**src/rtl/seq_shifter_pkg.sv**
```systemverilog
// Shared encodings for the iterative shifter: shift modes, direction and FSM states.
// The direction encoding matches the combinational barrel shifter.
package seq_shifter_pkg;

  localparam logic [1:0] MODE_LOG  = 2'b00;
  localparam logic [1:0] MODE_ARI  = 2'b01;
  localparam logic [1:0] MODE_ROT  = 2'b10;

  localparam logic       DIR_RIGHT = 1'b0;
  localparam logic       DIR_LEFT  = 1'b1;

  typedef enum logic [1:0] {
    S_IDLE  = 2'd0,
    S_SHIFT = 2'd1,
    S_DONE  = 2'd2
  } state_t;

endpackage

```
**src/rtl/seq_shifter_if.sv**
```systemverilog
// Request/result bundle of the iterative shifter; the slave side is the shifter itself.
interface seq_shifter_if #(
  parameter int WIDTH = 8,
  parameter int SHW   = 3
);
  logic             start;
  logic [WIDTH-1:0] in;
  logic [SHW-1:0]   shamt;
  logic             dir;
  logic [1:0]       mode;
  logic             busy;
  logic             done;
  logic [WIDTH-1:0] out;

  modport master (
    output start, in, shamt, dir, mode,
    input  busy, done, out
  );

  modport slave (
    input  start, in, shamt, dir, mode,
    output busy, done, out
  );
endinterface

```
**src/rtl/seq_shifter_shift_step.sv**
```systemverilog
// One-bit shift step: applies a single logical/arithmetic/rotate shift to a value.
// Reserved mode 2'b11 falls through to logical.
module shift_step
  import seq_shifter_pkg::*;
#(
  parameter int WIDTH = 8
) (
  input  logic [WIDTH-1:0] value,
  input  logic             dir,
  input  logic [1:0]       mode,
  output logic [WIDTH-1:0] result
);

  logic fill_s;

  // Select the bit shifted in and assemble the shifted word.
  always_comb begin
    fill_s = 1'b0;
    result = value;
    if (dir == DIR_LEFT) begin
      if (mode == MODE_ROT) begin
        fill_s = value[WIDTH-1];
      end else begin
        fill_s = 1'b0;
      end
      result = {value[WIDTH-2:0], fill_s};
    end else begin
      case (mode)
        MODE_ARI: fill_s = value[WIDTH-1];
        MODE_ROT: fill_s = value[0];
        default:  fill_s = 1'b0;
      endcase
      result = {fill_s, value[WIDTH-1:1]};
    end
  end

endmodule

```
**src/rtl/seq_shifter.sv**
```systemverilog
// Iterative shifter: one bit position per clock with a start/busy/done handshake.
// Holds the FSM, the remaining-step counter and the result register.
module seq_shifter
  import seq_shifter_pkg::*;
#(
  parameter int WIDTH = 8,
  parameter int SHW   = 3
) (
  input  logic          clk,
  input  logic          rst,
  seq_shifter_if.slave  bus
);

  localparam logic [SHW-1:0] CNT_ONE  = SHW'(1);
  localparam logic [SHW-1:0] CNT_ZERO = SHW'(0);

  state_t           state_r, state_nxt_s;
  logic [WIDTH-1:0] out_r, out_nxt_s, step_s;
  logic [SHW-1:0]   cnt_r, cnt_nxt_s;
  logic             dir_r, dir_nxt_s;
  logic [1:0]       mode_r, mode_nxt_s;
  logic             busy_r, done_r;

  shift_step #(.WIDTH(WIDTH)) u_step (
    .value  (out_r),
    .dir    (dir_r),
    .mode   (mode_r),
    .result (step_s)
  );

  // Next-state, counter and datapath update; a start is only seen when not shifting.
  always_comb begin
    state_nxt_s = state_r;
    out_nxt_s   = out_r;
    cnt_nxt_s   = cnt_r;
    dir_nxt_s   = dir_r;
    mode_nxt_s  = mode_r;
    case (state_r)
      S_IDLE, S_DONE: begin
        if (bus.start) begin
          out_nxt_s  = bus.in;
          cnt_nxt_s  = bus.shamt;
          dir_nxt_s  = bus.dir;
          mode_nxt_s = bus.mode;
          if (bus.shamt == CNT_ZERO) begin
            state_nxt_s = S_DONE;
          end else begin
            state_nxt_s = S_SHIFT;
          end
        end else begin
          state_nxt_s = S_IDLE;
        end
      end
      S_SHIFT: begin
        out_nxt_s = step_s;
        cnt_nxt_s = cnt_r - CNT_ONE;
        if (cnt_r == CNT_ONE) begin
          state_nxt_s = S_DONE;
        end else begin
          state_nxt_s = S_SHIFT;
        end
      end
      default: begin
        state_nxt_s = S_IDLE;
      end
    endcase
  end

  // State and output registers; busy/done are decoded from the next state so they stay registered.
  always_ff @(posedge clk) begin
    if (rst) begin
      state_r <= S_IDLE;
      out_r   <= {WIDTH{1'b0}};
      cnt_r   <= CNT_ZERO;
      dir_r   <= 1'b0;
      mode_r  <= 2'b00;
      busy_r  <= 1'b0;
      done_r  <= 1'b0;
    end else begin
      state_r <= state_nxt_s;
      out_r   <= out_nxt_s;
      cnt_r   <= cnt_nxt_s;
      dir_r   <= dir_nxt_s;
      mode_r  <= mode_nxt_s;
      busy_r  <= (state_nxt_s == S_SHIFT);
      done_r  <= (state_nxt_s == S_DONE);
    end
  end

  assign bus.out  = out_r;
  assign bus.busy = busy_r;
  assign bus.done = done_r;

endmodule

```
**src/flat_wrapper.sv**
```systemverilog
// flat-port wrapper written by rule: the top's interface ports become plain ports
module seq_shifter_flat import seq_shifter_pkg::*;
#(
  parameter int WIDTH = 8,
  parameter int SHW   = 3
)
  (clk, rst, bus_start, bus_in, bus_shamt, bus_dir, bus_mode, bus_busy, bus_done, bus_out);
  seq_shifter_if #(.WIDTH(WIDTH), .SHW(SHW)) bus_i ();
  input  logic clk;
  input  logic rst;
  input wire logic [$bits(bus_i.start)-1:0] bus_start;
  input wire logic [$bits(bus_i.in)-1:0] bus_in;
  input wire logic [$bits(bus_i.shamt)-1:0] bus_shamt;
  input wire logic [$bits(bus_i.dir)-1:0] bus_dir;
  input wire logic [$bits(bus_i.mode)-1:0] bus_mode;
  output wire logic [$bits(bus_i.busy)-1:0] bus_busy;
  output wire logic [$bits(bus_i.done)-1:0] bus_done;
  output wire logic [$bits(bus_i.out)-1:0] bus_out;
  assign bus_i.start = bus_start;
  assign bus_i.in = bus_in;
  assign bus_i.shamt = bus_shamt;
  assign bus_i.dir = bus_dir;
  assign bus_i.mode = bus_mode;
  assign bus_busy = bus_i.busy;
  assign bus_done = bus_i.done;
  assign bus_out = bus_i.out;
  seq_shifter #(.WIDTH(WIDTH), .SHW(SHW)) u_core (.clk(clk), .rst(rst), .bus(bus_i));
endmodule
```
**config.mk**
```make
export PLATFORM = sky130hd
export DESIGN_NAME = seq_shifter_flat
export DESIGN_NICKNAME = d
export VERILOG_FILES = /design/src/rtl/seq_shifter_pkg.sv /design/src/rtl/seq_shifter_if.sv /design/src/rtl/seq_shifter_shift_step.sv /design/src/rtl/seq_shifter.sv /design/src/flat_wrapper.sv
export SDC_FILE = /design/constraint.sdc
export NUM_CORES = 1
export LEC_CHECK = 0
export CAP_MARGIN = 10
export CORE_ASPECT_RATIO = 1.1
export CORE_MARGIN = 5
export CORE_UTILIZATION = 40
export DETAILED_ROUTE_END_ITERATION = 10
export GPL_TIMING_DRIVEN = 0
export MAX_ROUTING_LAYER = met4
export PLACE_DENSITY = 0.8
export SLEW_MARGIN = 25
export SYNTH_ARGS = -nofsm -noshare
export SYNTH_HDL_FRONTEND = slang
export SYNTH_SLANG_ARGS = --single-unit
```
**constraint.sdc**
```tcl
create_clock -name clk -period 1.3 [get_ports clk]
set_input_delay 0.26 -clock clk [delete_from_list [all_inputs] [get_ports clk]]
set_output_delay 0.26 -clock clk [all_outputs]
set_load 0.005 [all_outputs]
```
==> qor.csv, run 1 <==
stage;metric;value;unit
setup_path;critPathKind;reg -> reg;
clocking;clockRootBuffer;clkbuf_4;
pwr;power.internal;1.00;mW
routing;route.detailed.drc;0;
die;coreArea;0.00206;mm^2
pwr;power;1.39;mW
yosys;syn_nets;126;
setup_path;cp.arrival;1430;ps
pwr;sw_frac_of_total;28.0;%
die;die_w;54.8;um
cells_and_area;stdcell_count;174;
timing;finClkSkew;4.86;ps
yosys;ys.flop_type;dfxtp_1;
run;cap_violations;0;
yosys;synth_seq_area_share;40.8;%
place;place_congestion;0.836;
routing;via_per_inst;5.44;
place;place_inst;160;
global_route;grt_antenna_before_repair;0;
pwr;power_density;1060;mW/mm^2
clocking;path_clk_slew;110;ps
timing;period_needed;1240;ps
setup_path;start_kind;flop;
setup_path;critPathMaxStageDelay;380;ps
setup_path;cp_cell_sequence;or3b_1 -> a21oi_2 -> nor3_1 -> a31o_1;
routing;antenna_left;0;
clocking;hold_buffers;0;
clocking;clk_latency;290;ps
setup_path;slowest_stage;or3b_1;
place;port-buffer-count;25;
die;initial_core_util;42.8;%
pwr;combPwrFrac;29.5;%
global_route;grt_max_degree;11;
timing;period_share;95.3;%
pwr;clock_power_share;24.6;%
timing;final-max-slew-violation-count;0;
timing;fmax;807;MHz
cells_and_area;fin_nets;166;
place;dp_hpwl;1600;um
setup_path;cp_max_fo;6;
global_route;grt_pass1_wl;3730;um
die;fp-row-count;17;
setup_path;worstPathRequired;1490;ps
routing;avgRoutedWirePerCell;13.4;um
setup_path;r2r_cells;4;
cells_and_area;syn_to_final_growth;48.6;%
timing;setup_violations;0;
min_path;min_path_type;in -> reg;
timing;relSlewSlack;72.2;%
routing;dr.pass1.iters;4;
cells_and_area;drive_above_1_share;24.7;%
clocking;cts-buffers-inserted;3;
routing;wirelength;2320;um
yosys;synth-async-reset-ratio;0;%
clocking;cts_tree;yes;
die;num_io_pins;27;
yosys;ys_seq_elements;18;
global_route;grt_pass1_vias;901;
routing;drt_iter0_drc;17;
yosys;synth_top_cell_by_area;dfxtp_1;
pwr;p_sw;0.389;mW
pwr;p_leak;0.552;nW
yosys;yosysMostFrequentCell;nand2_1;
setup_path;cp-end-kind;flop;
min_path;hold_depth;2;
timing;hold_viol;0;
die;die_y;59.3;um
routing;vias;946;
yosys;postSynthCellCount;107;
die;die_area;0.00325;mm^2
clocking;cts_max_level;1;
clocking;cts_sinks;18;
pwr;ir_drop;0.000714;V
yosys;synth_area;883;um^2
global_route;gr-total-overflow;0;
yosys;synth_area_per_cell;8.26;um^2
global_route;grtUsageTotal;15.7;%
timing;worst_slew_pin_slew;417;ps
yosys;synth-edff-count;0;
yosys;ys_top_cells_by_count;nand2_1 (19), dfxtp_1 (18), a21oi_1 (10), a211oi_1 (7);
yosys;yosysWarnings;0;
clocking;ctsLongestPathBuffers;2;
yosys;synth_top_area_share;40.8;%
run_status;outcome;finished, final reports clean;
pwr;seqPwrFrac;45.9;%
yosys;ys_types;27;
yosys;synth_area_leaders;dfxtp_1 (41%), nand2_1 (8.1%), a211oi_1 (5.9%);
cells_and_area;diodes;0;
## cells in the final DEF, fill, tap and decap left out, drive strengths merged, types with 5 or more instances in the layout
master	n
a311oi	6
clkdlybuf4s50	15
clkbuf	7
nor2	5
nand2	19
a21oi	11
buf	15
a211oi	7
and2b	6
dlygate4sd2	10
dfxtp	18
## stage by stage
| step | hold WS [ps] | cell area (um^2) | util (%) | worst slack (ps) | TNS [ps] |
|---|---|---|---|---|---|
| final | 390 | 1310 | 63.6 | 60.6 | 0 |
| after global routing | 427 | 1310 | 63.6 | -11.7 | -11.7 |
| after CTS | 363 | 1270 | 61.7 | 30.7 | 0 |
| after detailed placement | 476 | 1170 | 56.6 | -381 | -4070 |
| after global placement | 456 | 1170 | 56.6 | -315 | -3520 |
| after floorplan | 396 | 883 | - | 102 | 0 |
## power groups by stage
| stage | clock network (mW) | logic (mW) | registers [mW] |
|---|---|---|---|
| 4_1_cts | 0.358 | 0.387 | 0.641 |
| 3_5_place_dp | 0 | 0.345 | 0.663 |
| 5_1_grt | 0.377 | 0.451 | 0.648 |
| 6_report | 0.343 | 0.411 | 0.639 |
| 2_1_floorplan | 0 | 0.190 | 0.656 |
| 3_3_place_gp | 0 | 0.338 | 0.661 |
## cell families (layout without fill, tap and decap cells)
| group | Yosys count | in the layout | synth area share (%) |
|---|---|---|---|
| and+or+nand+nor | 43 | 43 | 25.2 |
| AOI/OAI and AO/OA | 32 | 32 | 24.9 |
| DFF | 18 | 18 | 40.8 |
| adders and majority gates | 2 | 2 | 2.83 |
| buffers and inverters | 12 | 51 | 6.23 |
## routing by layer
| metal | global-route usage, % | share of wire (%) | vias to the layer above | wire length (um) |
|---|---|---|---|---|
| met5 | - | 0 | - | 0 |
| met4 | 6.05 | 0.26 | 0 | 6 |
| met3 | 3.02 | 6.7 | 2 | 156 |
| met2 | 25.3 | 50 | 42 | 1160 |
| met1 | 18.8 | 43 | 439 | 1000 |
| li1 | - | - | 463 | - |
## worst paths after layout
| path | start | end | slack, ps |
|---|---|---|---|
| max | u_core.dir_r | u_core.bus.out[7] | 60 |
| min | rst | u_core.bus.out[6] | 390 |
| max reg2reg | u_core.dir_r | u_core.bus.out[7] | 60 |
| min reg2reg | u_core.mode_r[0] | u_core.mode_r[0] | 480 |
## what timing repair did
item	4_1_cts	5_1_grt
pin swaps	0	1
gates cloned	0	0
buffers inserted	8	2
resized for setup	23	8
endpoints found under the setup margin	14	5
## cell type report
class	count	area [um^2]
inverters	4	15.0
multi-input cells	77	483
plain buffers	8	55.1
flip-flops and latches	18	375
well taps	28	35.0
repair buffers	35	313
clock buffers	4	36.3
fillers	186	751
## state kept, by name, summed over array words and instances (netlist names)
register / flops
u_core.mode_r: 2
u_core.dir_r: 1
u_core.cnt_r: 3
u_core.bus.out: 8
u_core.bus.done: 1
u_core.bus.busy: 1
u_core.state_r: 2
## worst max-delay path, delay by kind of cell (launching register included)
family	cells	cell delay (ps)
DFF	1	370
and+or+nand+nor	2	440
AOI/OAI and AO/OA	2	330
Power figures use the tool's default switching activity.
==> run 2: changes to the inputs <==
CORE_MARGIN = 1.5   (was 5)
GPL_ROUTABILITY_DRIVEN = 0   (was default)
==> run 2 against run 1 <==
  * Via count is 2.3% lower
  * Final area is 1.1% lower
  * Fmax is 1.7% lower
  * Non-clock buffer count is 1 lower
  * Critical path depth is 1 higher
  * Clock-buffer cell count stayed put
  * Die area is 23% lower
  * Cell count is 0.57% lower
  * Critical path type is now in -> reg
  * Largest power group unchanged
  * Highest routed layer is now met3
==> qor.csv, run 2 (synthesized netlist as in run 1, its figures left out) <==
stage;metric;value;unit;change
global_route;grt_pass1_wl;3860;um;+3.3%
cells_and_area;multi_input_area;477;um^2;-1.3%
timing;fmax;793;MHz;-1.7%
cells_and_area;final_cell_mix;nand2_1 (19), clkdlybuf4s50_1 (15);;
die;die_w;47.8;um;-13%
die;num_io_pins;27;;unchanged
clocking;cts_sinks;18;;unchanged
routing;avgRoutedWirePerCell;13.0;um;-2.9%
routing;dr.pass1.iters;4;;unchanged
die;die_area;0.00250;mm^2;-23%
clocking;clockRootBuffer;clkbuf_4;;
timing;setup_slack;39.2;ps;-21.4 ps
global_route;grt_max_degree;11;;unchanged
clocking;clk_latency;290;ps;about the same
pwr;p_leak;0.546;nW;-1.0%
cells_and_area;regArea;377;um^2;+0.33%
cells_and_area;syn_to_final_growth;46.9;%;
place;port-buffer-count;25;;unchanged
cells_and_area;layout_commonest_cell;nand2_1;;
cells_and_area;diodes;0;;unchanged
die;fp-row-count;17;;unchanged
clocking;path_clk_slew;110;ps;about the same
cells_and_area;drive_above_1_share;24.1;%;-0.52 points
die;initial_core_util;43.3;%;+0.45 points
cells_and_area;largest_reg_flops;8;;unchanged
timing;setup_violations;0;;unchanged
timing;timing.hold.ws;400;ps;+9.58 ps
routing;route.detailed.drc;0;;unchanged
setup_path;critPathKind;in -> reg;;
timing;hold_viol;0;;unchanged
timing;setup_tns;0;ps;unchanged
min_path;min_path_type;in -> reg;;
run_status;outcome;finished, final reports clean;;
global_route;grtUsageTotal;21.9;%;+6.2 points
clocking;cts_max_level;1;;unchanged
pwr;power_density;1070;mW/mm^2;+0.84%
routing;antenna_left;0;;unchanged
cells_and_area;fillers;203;;+9.1%
place;place_inst;160;;unchanged
clocking;cts_tree;yes;;
die;die_y;52.3;um;-12%
routing;wirelength;2240;um;-3.4%
setup_path;start_kind;input port;;
die;coreArea;0.00204;mm^2;-1.0%
run;cap_violations;0;;unchanged
timing;worst_slew_pin_slew;423;ps;+6.20 ps
setup_path;cp-end-kind;flop;;
setup_path;cp.arrival;1460;ps;+30 ps
place;dp_hpwl;1550;um;-3.0%
timing;final-max-slew-violation-count;0;;unchanged
timing;period_share;97.0;%;+1.6 points
place;post-place-ws;-330;ps;+50.3 ps
timing;relSlewSlack;71.8;%;-0.41 points
global_route;gr-total-overflow;0;;unchanged
cells_and_area;final_core_util;63.5;%;-0.073 points
timing;finClkSkew;3.11;ps;-1.75 ps
cells_and_area;fin_nets;165;;-0.60%
routing;via_per_inst;5.34;;-1.8%
clocking;cts-buffers-inserted;3;;unchanged
timing;rsz0062_at_grt;yes;;
setup_path;worstPathRequired;1500;ps;about the same
clocking;ctsLongestPathBuffers;2;;unchanged
timing;period_needed;1260;ps;+21.4 ps
global_route;grt_antenna_before_repair;0;;unchanged
pwr;ir_drop;0.000778;V;+8.9%
setup_path;cp_max_fo;10;;+4
routing;drt_iter0_drc;7;;-10
global_route;grt_pass1_vias;929;;+3.1%
routing;vias;924;;-2.3%
cells_and_area;stdcell_count;173;;-0.57%
## run 2: worst paths after layout
check,startpoint,endpoint,slack [ps],cells after the start
worst max-delay path,bus_start,u_core.bus.out[6],40,5
worst min-delay path,rst,u_core.bus.out[4],400,2
worst max register to register,u_core.dir_r,u_core.bus.out[7],50,4
worst min register to register,u_core.cnt_r[2],u_core.cnt_r[2],480,2
## run 2: cell type report
class                      count  area share (%)
multi-input combinational     77            36.7
sequential                    18            29.0
timing repair buffer          34            23.5
buffer                         8            4.05
clock buffer                   4            2.80
tap                           28            2.70
inverter                       4            1.16
## run 2: critical path, cell delays in order
cell and delay [ps]:
clkdlybuf4s50_1 500, and2b_2 220, buf_6 160, nand2_1 60, a311oi_1 250
## run 2: per-layer routing
layer	up-vias	part of all wire, %	wire (um)	global-route usage [%]
met2	22	53	1180	38.0
met1	444	43	974	24.8
met5	-	0	0	-
met4	0	0	0	5.86
met3	0	3.9	88	4.48
li1	458	-	-	-
## run 2: repair_timing
action                     CTS  global route
gates resized for setup     21             9
cloned                       0             0
setup endpoints to repair   13             8
buffers inserted             8             1
pin swaps                    0             1
hold buffers                 0             0
## run 2: power breakdown
group	internal, mW	total [mW]	leakage (nW)	switching [mW]
Combinational	0.215	0.399	0.373	0.184
Clock	0.170	0.348	0.0210	0.178
Sequential	0.612	0.641	0.153	0.0291
Total	0.997	1.39	0.546	0.391
## run 2: per-stage QoR
stage | cell area (um^2) | power, mW
finish | 1300 | 1.39
global route | 1300 | 1.48
CTS | 1270 | 1.38
detailed placement | 1170 | 1.01
global placement | 1170 | 0.997
floorplan | 883 | 0.847
==> run 3: changes to the inputs <==
CTS_CLUSTER_SIZE = 16   (was default)
==> results of run 3 <==
No change in the layout: final DEF, timing and power equal those of run 2.
